<file path="src/rtl/rob_param_if.sv">
// Handshake bundle between the pipeline (rename / execute / retire) and
// the reorder buffer: allocation, writeback and commit channels.
interface rob_param_if #(
  parameter int DEPTH  = 16,
  parameter int PREG_W = 6,
  parameter int AREG_W = 5
);
  localparam int TAG_W = $clog2(DEPTH);

  // allocate (rename)
  logic              alloc_valid;
  logic              alloc_ready;
  logic              alloc_has_dst;
  logic [AREG_W-1:0] alloc_dst_arch;
  logic [PREG_W-1:0] alloc_dst_phys;
  logic [PREG_W-1:0] alloc_old_phys;
  logic [TAG_W-1:0]  alloc_tag;
  // writeback (execute)
  logic              wb_valid;
  logic [TAG_W-1:0]  wb_tag;
  logic              wb_exc;
  // commit (retire)
  logic              commit_valid;
  logic              commit_ready;
  logic              commit_has_dst;
  logic [AREG_W-1:0] commit_dst_arch;
  logic [PREG_W-1:0] commit_dst_phys;
  logic [PREG_W-1:0] commit_old_phys;
  logic              commit_exc;
  // status
  logic              flush;
  logic [TAG_W:0]    count;

  modport master (
    output alloc_valid, alloc_has_dst, alloc_dst_arch, alloc_dst_phys, alloc_old_phys,
    output wb_valid, wb_tag, wb_exc, commit_ready,
    input  alloc_ready, alloc_tag, commit_valid, commit_has_dst, commit_dst_arch,
    input  commit_dst_phys, commit_old_phys, commit_exc, flush, count
  );

  modport slave (
    input  alloc_valid, alloc_has_dst, alloc_dst_arch, alloc_dst_phys, alloc_old_phys,
    input  wb_valid, wb_tag, wb_exc, commit_ready,
    output alloc_ready, alloc_tag, commit_valid, commit_has_dst, commit_dst_arch,
    output commit_dst_phys, commit_old_phys, commit_exc, flush, count
  );
endinterface

</file>
<file path="src/rtl/rob_param.sv">
// Parametrised in-order reorder buffer: one allocate, out-of-order
// writeback, one in-order commit per cycle.
// Optional precise-exception flush is enabled by defining ROB_EXC_EN.

// One ROB slot: status bits with async reset, payload without reset
// (payload is only observed while the slot is valid).
module rob_param_entry #(
  parameter int PREG_W = 6,
  parameter int AREG_W = 5
) (
  input  logic              clk,
  input  logic              rst_n,
  input  logic              alloc_we,
  input  logic              wb_we,
  input  logic              wb_exc,
  input  logic              commit_clr,
  input  logic              flush_clr,
  input  logic              in_has_dst,
  input  logic [AREG_W-1:0] in_dst_arch,
  input  logic [PREG_W-1:0] in_dst_phys,
  input  logic [PREG_W-1:0] in_old_phys,
  output logic              done,
  output logic              exc,
  output logic              has_dst,
  output logic [AREG_W-1:0] dst_arch,
  output logic [PREG_W-1:0] dst_phys,
  output logic [PREG_W-1:0] old_phys
);
  logic valid;

  // valid/done: flush beats allocate; writeback only lands on a live slot
  always_ff @(posedge clk or negedge rst_n) begin
    if (!rst_n) begin
      valid <= 1'b0;
      done  <= 1'b0;
    end else if (flush_clr) begin
      valid <= 1'b0;
      done  <= 1'b0;
    end else if (alloc_we) begin
      valid <= 1'b1;
      done  <= 1'b0;
    end else begin
      if (wb_we && valid) done  <= 1'b1;
      if (commit_clr)     valid <= 1'b0;
    end
  end

`ifdef ROB_EXC_EN
  // exception flag follows the same write rules as done
  always_ff @(posedge clk or negedge rst_n) begin
    if (!rst_n)                exc <= 1'b0;
    else if (flush_clr)        exc <= 1'b0;
    else if (alloc_we)         exc <= 1'b0;
    else if (wb_we && valid)   exc <= wb_exc;
  end
`else
  logic unused_wb_exc;
  assign unused_wb_exc = wb_exc;
  assign exc = 1'b0;
`endif

  // payload captured at allocation
  always_ff @(posedge clk) begin
    if (alloc_we) begin
      has_dst  <= in_has_dst;
      dst_arch <= in_dst_arch;
      dst_phys <= in_dst_phys;
      old_phys <= in_old_phys;
    end
  end
endmodule

module rob_param #(
  parameter int DEPTH  = 16,
  parameter int PREG_W = 6,
  parameter int AREG_W = 5
) (
  input  logic       clk,
  input  logic       rst_n,
  rob_param_if.slave rob
);
  localparam int TAG_W = $clog2(DEPTH);

  logic [TAG_W:0]   head_ptr, tail_ptr, count_q;
  logic [TAG_W-1:0] head_idx, tail_idx;
  logic             empty, full, flush_q, exc_flush;
  logic             alloc_fire, commit_fire;

  logic [DEPTH-1:0]             e_done, e_exc, e_has_dst;
  logic [DEPTH-1:0][AREG_W-1:0] e_dst_arch;
  logic [DEPTH-1:0][PREG_W-1:0] e_dst_phys, e_old_phys;

  assign head_idx = head_ptr[TAG_W-1:0];
  assign tail_idx = tail_ptr[TAG_W-1:0];
  assign empty    = (head_ptr == tail_ptr);
  assign full     = (head_idx == tail_idx) && (head_ptr[TAG_W] != tail_ptr[TAG_W]);

  // no same-cycle bypass: a full ROB stays closed even while committing
  assign rob.alloc_ready  = !full && !flush_q;
  assign rob.alloc_tag    = tail_idx;
  assign rob.commit_valid = !empty && e_done[head_idx] && !flush_q;
  assign alloc_fire       = rob.alloc_valid && rob.alloc_ready;
  assign commit_fire      = rob.commit_valid && rob.commit_ready;

  assign rob.commit_has_dst  = e_has_dst[head_idx];
  assign rob.commit_dst_arch = e_dst_arch[head_idx];
  assign rob.commit_dst_phys = e_dst_phys[head_idx];
  assign rob.commit_old_phys = e_old_phys[head_idx];
  assign rob.count           = count_q;
  assign rob.flush           = flush_q;

`ifdef ROB_EXC_EN
  assign rob.commit_exc = e_exc[head_idx];
  assign exc_flush      = commit_fire && e_exc[head_idx];

  // flush is a one-cycle pulse following the excepting commit
  always_ff @(posedge clk or negedge rst_n) begin
    if (!rst_n) flush_q <= 1'b0;
    else        flush_q <= exc_flush;
  end
`else
  logic unused_exc;
  assign unused_exc     = ^e_exc;
  assign rob.commit_exc = 1'b0;
  assign exc_flush      = 1'b0;
  assign flush_q        = 1'b0;
`endif

  // pointers and occupancy; an exception commit rewinds everything to 0
  always_ff @(posedge clk or negedge rst_n) begin
    if (!rst_n) begin
      head_ptr <= '0;
      tail_ptr <= '0;
      count_q  <= '0;
    end else if (exc_flush) begin
      head_ptr <= '0;
      tail_ptr <= '0;
      count_q  <= '0;
    end else begin
      if (commit_fire) head_ptr <= head_ptr + (TAG_W+1)'(1);
      if (alloc_fire)  tail_ptr <= tail_ptr + (TAG_W+1)'(1);
      count_q <= count_q + (TAG_W+1)'(alloc_fire) - (TAG_W+1)'(commit_fire);
    end
  end

  for (genvar i = 0; i < DEPTH; i++) begin : g_ent
    rob_param_entry #(.PREG_W(PREG_W), .AREG_W(AREG_W)) u_ent (
      .clk         (clk),
      .rst_n       (rst_n),
      .alloc_we    (alloc_fire && (tail_idx == TAG_W'(i))),
      .wb_we       (rob.wb_valid && (rob.wb_tag == TAG_W'(i))),
      .wb_exc      (rob.wb_exc),
      .commit_clr  (commit_fire && (head_idx == TAG_W'(i))),
      .flush_clr   (exc_flush),
      .in_has_dst  (rob.alloc_has_dst),
      .in_dst_arch (rob.alloc_dst_arch),
      .in_dst_phys (rob.alloc_dst_phys),
      .in_old_phys (rob.alloc_old_phys),
      .done        (e_done[i]),
      .exc         (e_exc[i]),
      .has_dst     (e_has_dst[i]),
      .dst_arch    (e_dst_arch[i]),
      .dst_phys    (e_dst_phys[i]),
      .old_phys    (e_old_phys[i])
    );
  end
endmodule

</file>
<file path="src/flat_wrapper.sv">
// flat-port wrapper written by rule: the top's interface ports become plain ports
module rob_param_flat 
#(
  parameter int DEPTH  = 16,
  parameter int PREG_W = 6,
  parameter int AREG_W = 5
)
  (clk, rst_n, rob_alloc_valid, rob_alloc_has_dst, rob_alloc_dst_arch, rob_alloc_dst_phys, rob_alloc_old_phys, rob_wb_valid, rob_wb_tag, rob_wb_exc, rob_commit_ready, rob_alloc_ready, rob_alloc_tag, rob_commit_valid, rob_commit_has_dst, rob_commit_dst_arch, rob_commit_dst_phys, rob_commit_old_phys, rob_commit_exc, rob_flush, rob_count);
  rob_param_if #(.DEPTH(DEPTH), .PREG_W(PREG_W), .AREG_W(AREG_W)) rob_i ();
  input  logic clk;
  input  logic rst_n;
  input wire logic [$bits(rob_i.alloc_valid)-1:0] rob_alloc_valid;
  input wire logic [$bits(rob_i.alloc_has_dst)-1:0] rob_alloc_has_dst;
  input wire logic [$bits(rob_i.alloc_dst_arch)-1:0] rob_alloc_dst_arch;
  input wire logic [$bits(rob_i.alloc_dst_phys)-1:0] rob_alloc_dst_phys;
  input wire logic [$bits(rob_i.alloc_old_phys)-1:0] rob_alloc_old_phys;
  input wire logic [$bits(rob_i.wb_valid)-1:0] rob_wb_valid;
  input wire logic [$bits(rob_i.wb_tag)-1:0] rob_wb_tag;
  input wire logic [$bits(rob_i.wb_exc)-1:0] rob_wb_exc;
  input wire logic [$bits(rob_i.commit_ready)-1:0] rob_commit_ready;
  output wire logic [$bits(rob_i.alloc_ready)-1:0] rob_alloc_ready;
  output wire logic [$bits(rob_i.alloc_tag)-1:0] rob_alloc_tag;
  output wire logic [$bits(rob_i.commit_valid)-1:0] rob_commit_valid;
  output wire logic [$bits(rob_i.commit_has_dst)-1:0] rob_commit_has_dst;
  output wire logic [$bits(rob_i.commit_dst_arch)-1:0] rob_commit_dst_arch;
  output wire logic [$bits(rob_i.commit_dst_phys)-1:0] rob_commit_dst_phys;
  output wire logic [$bits(rob_i.commit_old_phys)-1:0] rob_commit_old_phys;
  output wire logic [$bits(rob_i.commit_exc)-1:0] rob_commit_exc;
  output wire logic [$bits(rob_i.flush)-1:0] rob_flush;
  output wire logic [$bits(rob_i.count)-1:0] rob_count;
  assign rob_i.alloc_valid = rob_alloc_valid;
  assign rob_i.alloc_has_dst = rob_alloc_has_dst;
  assign rob_i.alloc_dst_arch = rob_alloc_dst_arch;
  assign rob_i.alloc_dst_phys = rob_alloc_dst_phys;
  assign rob_i.alloc_old_phys = rob_alloc_old_phys;
  assign rob_i.wb_valid = rob_wb_valid;
  assign rob_i.wb_tag = rob_wb_tag;
  assign rob_i.wb_exc = rob_wb_exc;
  assign rob_i.commit_ready = rob_commit_ready;
  assign rob_alloc_ready = rob_i.alloc_ready;
  assign rob_alloc_tag = rob_i.alloc_tag;
  assign rob_commit_valid = rob_i.commit_valid;
  assign rob_commit_has_dst = rob_i.commit_has_dst;
  assign rob_commit_dst_arch = rob_i.commit_dst_arch;
  assign rob_commit_dst_phys = rob_i.commit_dst_phys;
  assign rob_commit_old_phys = rob_i.commit_old_phys;
  assign rob_commit_exc = rob_i.commit_exc;
  assign rob_flush = rob_i.flush;
  assign rob_count = rob_i.count;
  rob_param #(.DEPTH(DEPTH), .PREG_W(PREG_W), .AREG_W(AREG_W)) u_core (.clk(clk), .rst_n(rst_n), .rob(rob_i));
endmodule
</file>
<file path="config.mk">
export PLATFORM = sky130hd
export DESIGN_NAME = rob_param_flat
export DESIGN_NICKNAME = d
export VERILOG_FILES = /design/src/rtl/rob_param_if.sv /design/src/rtl/rob_param.sv /design/src/flat_wrapper.sv
export SDC_FILE = /design/constraint.sdc
export NUM_CORES = 1
export LEC_CHECK = 0
export CAP_MARGIN = 20
export CORE_UTILIZATION = 40
export CTS_BUF_LIST = sky130_fd_sc_hd__clkbuf_16
export DETAILED_ROUTE_END_ITERATION = 10
export GPL_TIMING_DRIVEN = 0
export PLACE_DENSITY = 0.61
export SYNTH_ARGS = -nofsm -noshare
export SYNTH_HDL_FRONTEND = slang
export SYNTH_SLANG_ARGS = --single-unit
</file>
<file path="constraint.sdc">
create_clock -name clk -period 2.75 [get_ports clk]
set_clock_uncertainty 0.15 [all_clocks]
set_input_delay 0.55 -clock clk [delete_from_list [all_inputs] [get_ports clk]]
set_output_delay 0.55 -clock clk [all_outputs]
set_load 0.1 [all_outputs]
</file>
Yosys cells after proc, flatten, opt, wreduce, memory -nomap -nowiden --
Cells that the tools add are included.
Storage, ports and cells: input port bits 28, logic and storage cells 331, register bits after elaboration 335
Operators by class: magnitude comparators 1, multiplexer cells 74, reductions and logical operators 105, equality and inequality tests 48, add/sub/neg operators 4
Operator list (count):
- $eq 4x4->1 const B | 24
- $logic_and 1x1->1 | 68
- $mux 1 | 66
- $reduce_bool 2->1 | 32
- $bmux 6 s4 | 2
- $eq 4x3->1 const B | 12
- $eq 4x2->1 const B | 6
- $bmux 5 s4 | 1
- $eq 4x1->1 const B | 3
- $logic_not 4->1 | 3
- $mux 6 | 2
- $add 5x1->5 const B | 2
- $bmux 1 s4 | 2
- $add 5x1->5 | 1
- $eq 5x5->1 | 1
- $lt 4x5->1 const B | 1
- $mux 5 | 1
- $sub 5x1->5 | 1
- $eq 4x4->1 | 1
- $logic_not 1->1 | 2
- $ne 1x1->1 | 1

Longest topological paths before layout --
word-level depth 7, gate-level depth with buffers 13

Modules after synthesis --
Synthesis repeated with hierarchy kept, for this count alone.
Second synthesis, totals: cell total of the unflattened synthesis 708, area, all modules 13893.3 sq um
By module, submodules not included:
- rob_param_entry | sequential area each 590.6 sq um, instances 16, area each 630.6 sq um, cells each 27
- rob_param | sequential area each 375.4 sq um, instances 1, area each 3803.6 sq um, cells each 276

Worst setup path after synthesis --
OpenSTA, ideal clock, no wires.
path type register -> register, from register u_core.head_ptr[0], to register u_core.count_q[4] (netlist: u_core.rob.count[4]), data arrival time 2.756 ns, buffers on the path 2, path slack -0.282 ns, period minus slack after synthesis 3.032 ns, cell stages (with the launch flop) 14, data required time 2.475 ns, setup time 0.125 ns, cells stage by stage dfrtp_1 buf_4 mux4_2 nand3b_1 and4_4 buf_6 nor3b_2 ha_1 inv_1 ha_1 fa_1 a21o_1 a21oi_1 xnor2_1
Between the ends: elaborated cells between the ends (all ways) 12, those cells by class add/sub: 2; eq/ne: 2; mux: 2; reduce/logical: 6
RTL lines:
- from (decl) | RTL line rob_param.sv:84 | logic [TAG_W:0] head_ptr, tail_ptr, count_q;
- from (signal assigned) | RTL line rob_param.sv:140 | if (commit_fire) head_ptr <= head_ptr + (TAG_W+1)'(1);
- $bmux 1 s4 or $eq 5x5->1 (tied branches) | RTL line rob_param.sv:101, rob_param.sv:95
- $mux 1 (not written as such) or $logic_not 1->1 (tied branches) | RTL line rob_param.sv:101 | assign rob.commit_valid = !empty && e_done[head_idx] && !flush_q;
- $logic_and 1x1->1 * | RTL line rob_param.sv:101
- $logic_and 1x1->1 * | RTL line rob_param.sv:103 | assign commit_fire = rob.commit_valid && rob.commit_ready;
- named net u_core.commit_fire | RTL line rob_param.sv:87 | logic alloc_fire, commit_fire;
- $sub 5x1->5 * | RTL line rob_param.sv:142 | count_q <= count_q + (TAG_W+1)'(alloc_fire) - (TAG_W+1)'(commit_fire);
- to (signal assigned) | RTL line rob_param.sv:142
- to (decl) | RTL line rob_param.sv:84
The timed path passes the listed nets; every way through them passes the cells marked *. The select of a mux whose other input is x is not followed. A chain may end at the register's enable or synchronous reset.

Final worst setup path --
from register u_core.head_ptr[0], to output port rob_commit_dst_phys[3]
Between the ends: cells in the longest elaborated chain, start to end 2
RTL lines:
- $bmux 6 s4 | RTL line rob_param.sv:107 | assign rob.commit_dst_phys = e_dst_phys[head_idx];
- $mux 6 (not written as such) | RTL line rob_param.sv:107
- to (decl) | RTL line flat_wrapper.sv:26 | output wire logic [$bits(rob_i.commit_dst_phys)-1:0] rob_commit_dst_phys;
Every way passes these cells. The select of a mux whose other input is x is not followed.

==> flow_summary_export.csv <==
group,metric,value,unit
die,rows,66,
yosys,syn-instance-count,652,
yosys,avgSynthCellArea,20.5,sq um
placement,dp_hpwl,18.7,mm
placement,dp.cells,1160,
clocking,root_buffer,"clkbuf_16",
timing,worst_hold_slack,337,ps
final_layout,fin_cells,1283,
setup_path,cp-end-kind,"output pin",
detailed_routing,first_pass_iters,5,
detailed_routing,drtAntennaViolNets,0,
final_layout,areaGrowthSynthToFinish,28.5,%
status,status,"finished, violations left",
final_layout,drive_above_1_share,0.370,
final_layout,multi_input_area,0.00346,sq mm
clocking,cts.path.max_buffers,3,
die,start_util,0.409,
worst_hold_path,hp-class,"reg2reg",
global_routing,grt_pass1_vias,7457,
final_layout,nets,858,
global_routing,grt_pass1_wl,46.7,mm
detailed_routing,wl_per_cell,25.4,um
timing,slew_headroom,0.357,
detailed_routing,vias,7196,
job,drv_cap,0,
yosys,synth-async-reset-ratio,0.140,
clocking,h-tree-depth,2,
final_layout,fillCellCount,2515,
timing,max_clock_freq,299,MHz
global_routing,grtUsageTotal,0.190,
final_layout,antenna_cells,0,
timing,finalCritPeriodShare,1.22,
yosys,synth_edf_count,288,
timing,finalCriticalPeriod,3340,ps
yosys,synth_cell_types,42,
power,leakage,5.92,nW
yosys,seq_area_frac_synth,0.734,
power,power.density,1270,mW/mm^2
timing,rsz0062_at_grt,"yes",
placement,place_ws,-1480,ps
global_routing,grt_max_degree,30,
global_routing,overflow,0,
detailed_routing,drcViolationCount,0,
global_routing,antenna_found_initial,0,
setup_path,arrival,2640,ps
status,violations,"negative setup slack",
timing,final_max_slew_viol_count,0,
die,die_area,0.0342,sq mm
placement,place.gp.congestion,0.820,
final_layout,area.sequential,0.00982,sq mm
setup_path,crit_required,2050,ps
yosys,yosysWarnings,0,
clocking,cts_sinks,335,
clocking,cts.clk_slew.worst_paths,60,ps
setup_path,cp_max_fo,9,
detailed_routing,wl,32.6,mm
die,io_pins,59,
timing,hold_violations,0,
die,die_x,185,um
timing,setup_viol,143,
placement,port_buffers,54,
clocking,insertion_delay,520,ps
timing,final.setup.tns,-21410,ps
die,coreArea,0.0327,sq mm
power,irDropWorstVdd,1.32,mV
yosys,synth-main-ff-cell,"edfxtp_1",
timing,setup_ws,-594,ps
yosys,synth-seq-cells,335,
clocking,cts_tree,"built",
detailed_routing,drtIter0Drc,753,
clocking,cts_inserted_buffers,35,
setup_path,crit_type,"reg2out",
yosys,netlist_area,0.0134,sq mm
timing,tightest_slew,961,ps
detailed_routing,avgViaCountPerCell,5.61,
setup_path,startpoint_type,"flop",
die,die_y,185,um
==> path summary, 6_finish.rpt <==
check                              startpoint                      to  cells after the start  slack [ps]
min reg2reg                u_core.tail_ptr[4]      u_core.tail_ptr[4]                      1         340
max reg2reg                u_core.head_ptr[0]     u_core.rob.count[4]                     16        -550
max                        u_core.head_ptr[0]  rob_commit_dst_phys[3]                      6        -590
max in group asynchronous               rst_n     u_core.rob.count[3]                      3        1540
min                        u_core.tail_ptr[4]      u_core.tail_ptr[4]                      1         340
min in group asynchronous               rst_n      u_core.tail_ptr[1]                      2         380
==> through the flow <==
stage,util,cell area [sq um],power (mW)
6_report,0.526,17200,21.9
5_1_grt,0.526,17200,22.7
4_1_cts,0.511,16700,21.4
3_5_place_dp,0.452,14800,15.4
3_3_place_gp,0.444,14500,15.1
2_1_floorplan,-,13400,13.1
==> power by group <==
part	total, mW	switching (mW)	internal (mW)
combinational	10.4	6.17	4.24
sequential	6.64	0.346	6.29
clock	4.81	1.91	2.90
==> cell usage after synthesis (all sizes together) (8+ instances only) <==
master  number  area [sq um]
a31oi       28           175
buf         25           174
clkbuf      13          48.8
dfrtp       47          1180
edfxtp     288          8650
ha          13           163
inv         19          71.3
mux4        94          2120
nand2       10          37.5
nand2b      11          68.8
nand3       10          50.1
nor2        27           104
xnor2        8          70.1
xor2         9          78.8
==> flip-flops by register name (all words and copies together), names as in the netlist <==
name / cells
u_core.g_ent.u_ent.done: 16
u_core.head_ptr: 5
u_core.g_ent.u_ent.old_phys: 96
u_core.g_ent.u_ent.valid: 16
u_core.g_ent.u_ent.dst_phys: 96
u_core.g_ent.u_ent.dst_arch: 80
u_core.g_ent.u_ent.has_dst: 16
u_core.tail_ptr: 5
u_core.rob.count: 5
==> cell families after synthesis <==
group,Yosys count,synth area share
DFF,335,0.734
muxes,95,0.159
and+or+nand+nor,89,0.0376
buffers and inverters,57,0.0220
AOI/OAI and AO/OA,44,0.0222
xor gates and xnor gates,17,0.0111
adders and majority gates,14,0.0137
other,1,0.000280
==> metal layers <==
metal / track usage / wire length (um)
met5: 0 / 0
met4: 0.0635 / 1070
met3: 0.0297 / 1740
met2: 0.317 / 16400
met1: 0.256 / 13400
==> final cells by class <==
type | instances | share of cell area
plain buffers | 36 | 0.0247
clock buffers | 37 | 0.0538
clock inverters | 25 | 0.0143
inverters | 19 | 0.00589
multi-input cells | 261 | 0.201
flip-flops and latches | 335 | 0.571
well taps | 442 | 0.0322
repair buffers | 127 | 0.0958
repair inverters | 1 | 0.000655
==> placed cells by master, fill, tap and decap left out, drive strengths merged, types with 11 or more instances in the layout <==
cell / Yosys / final
a31oi: 28 / 28
buf: 25 / 111
clkbuf: 13 / 55
clkdlybuf4s50: 0 / 25
clkinv: 0 / 18
dfrtp: 47 / 47
edfxtp: 288 / 288
ha: 13 / 13
inv: 19 / 16
mux4: 94 / 94
nand2b: 11 / 11
nor2: 27 / 27
==> critical path: stages (launching register included) <==
cell and delay (ps):
dfrtp_1 380, buf_8 140, buf_12 180, clkbuf_16 180
mux4_2 500, mux4_2 510, buf_6 210
==> timing repair <==
item	CTS	global route
pin swaps	11	12
setup buffers	30	27
setup endpoints to repair	195	245
gates resized for setup	236	44
hold buffers	1	0
hold endpoints to repair	18	0
gates cloned	4	4
No activity file was read; power rests on OpenSTA's default activity.
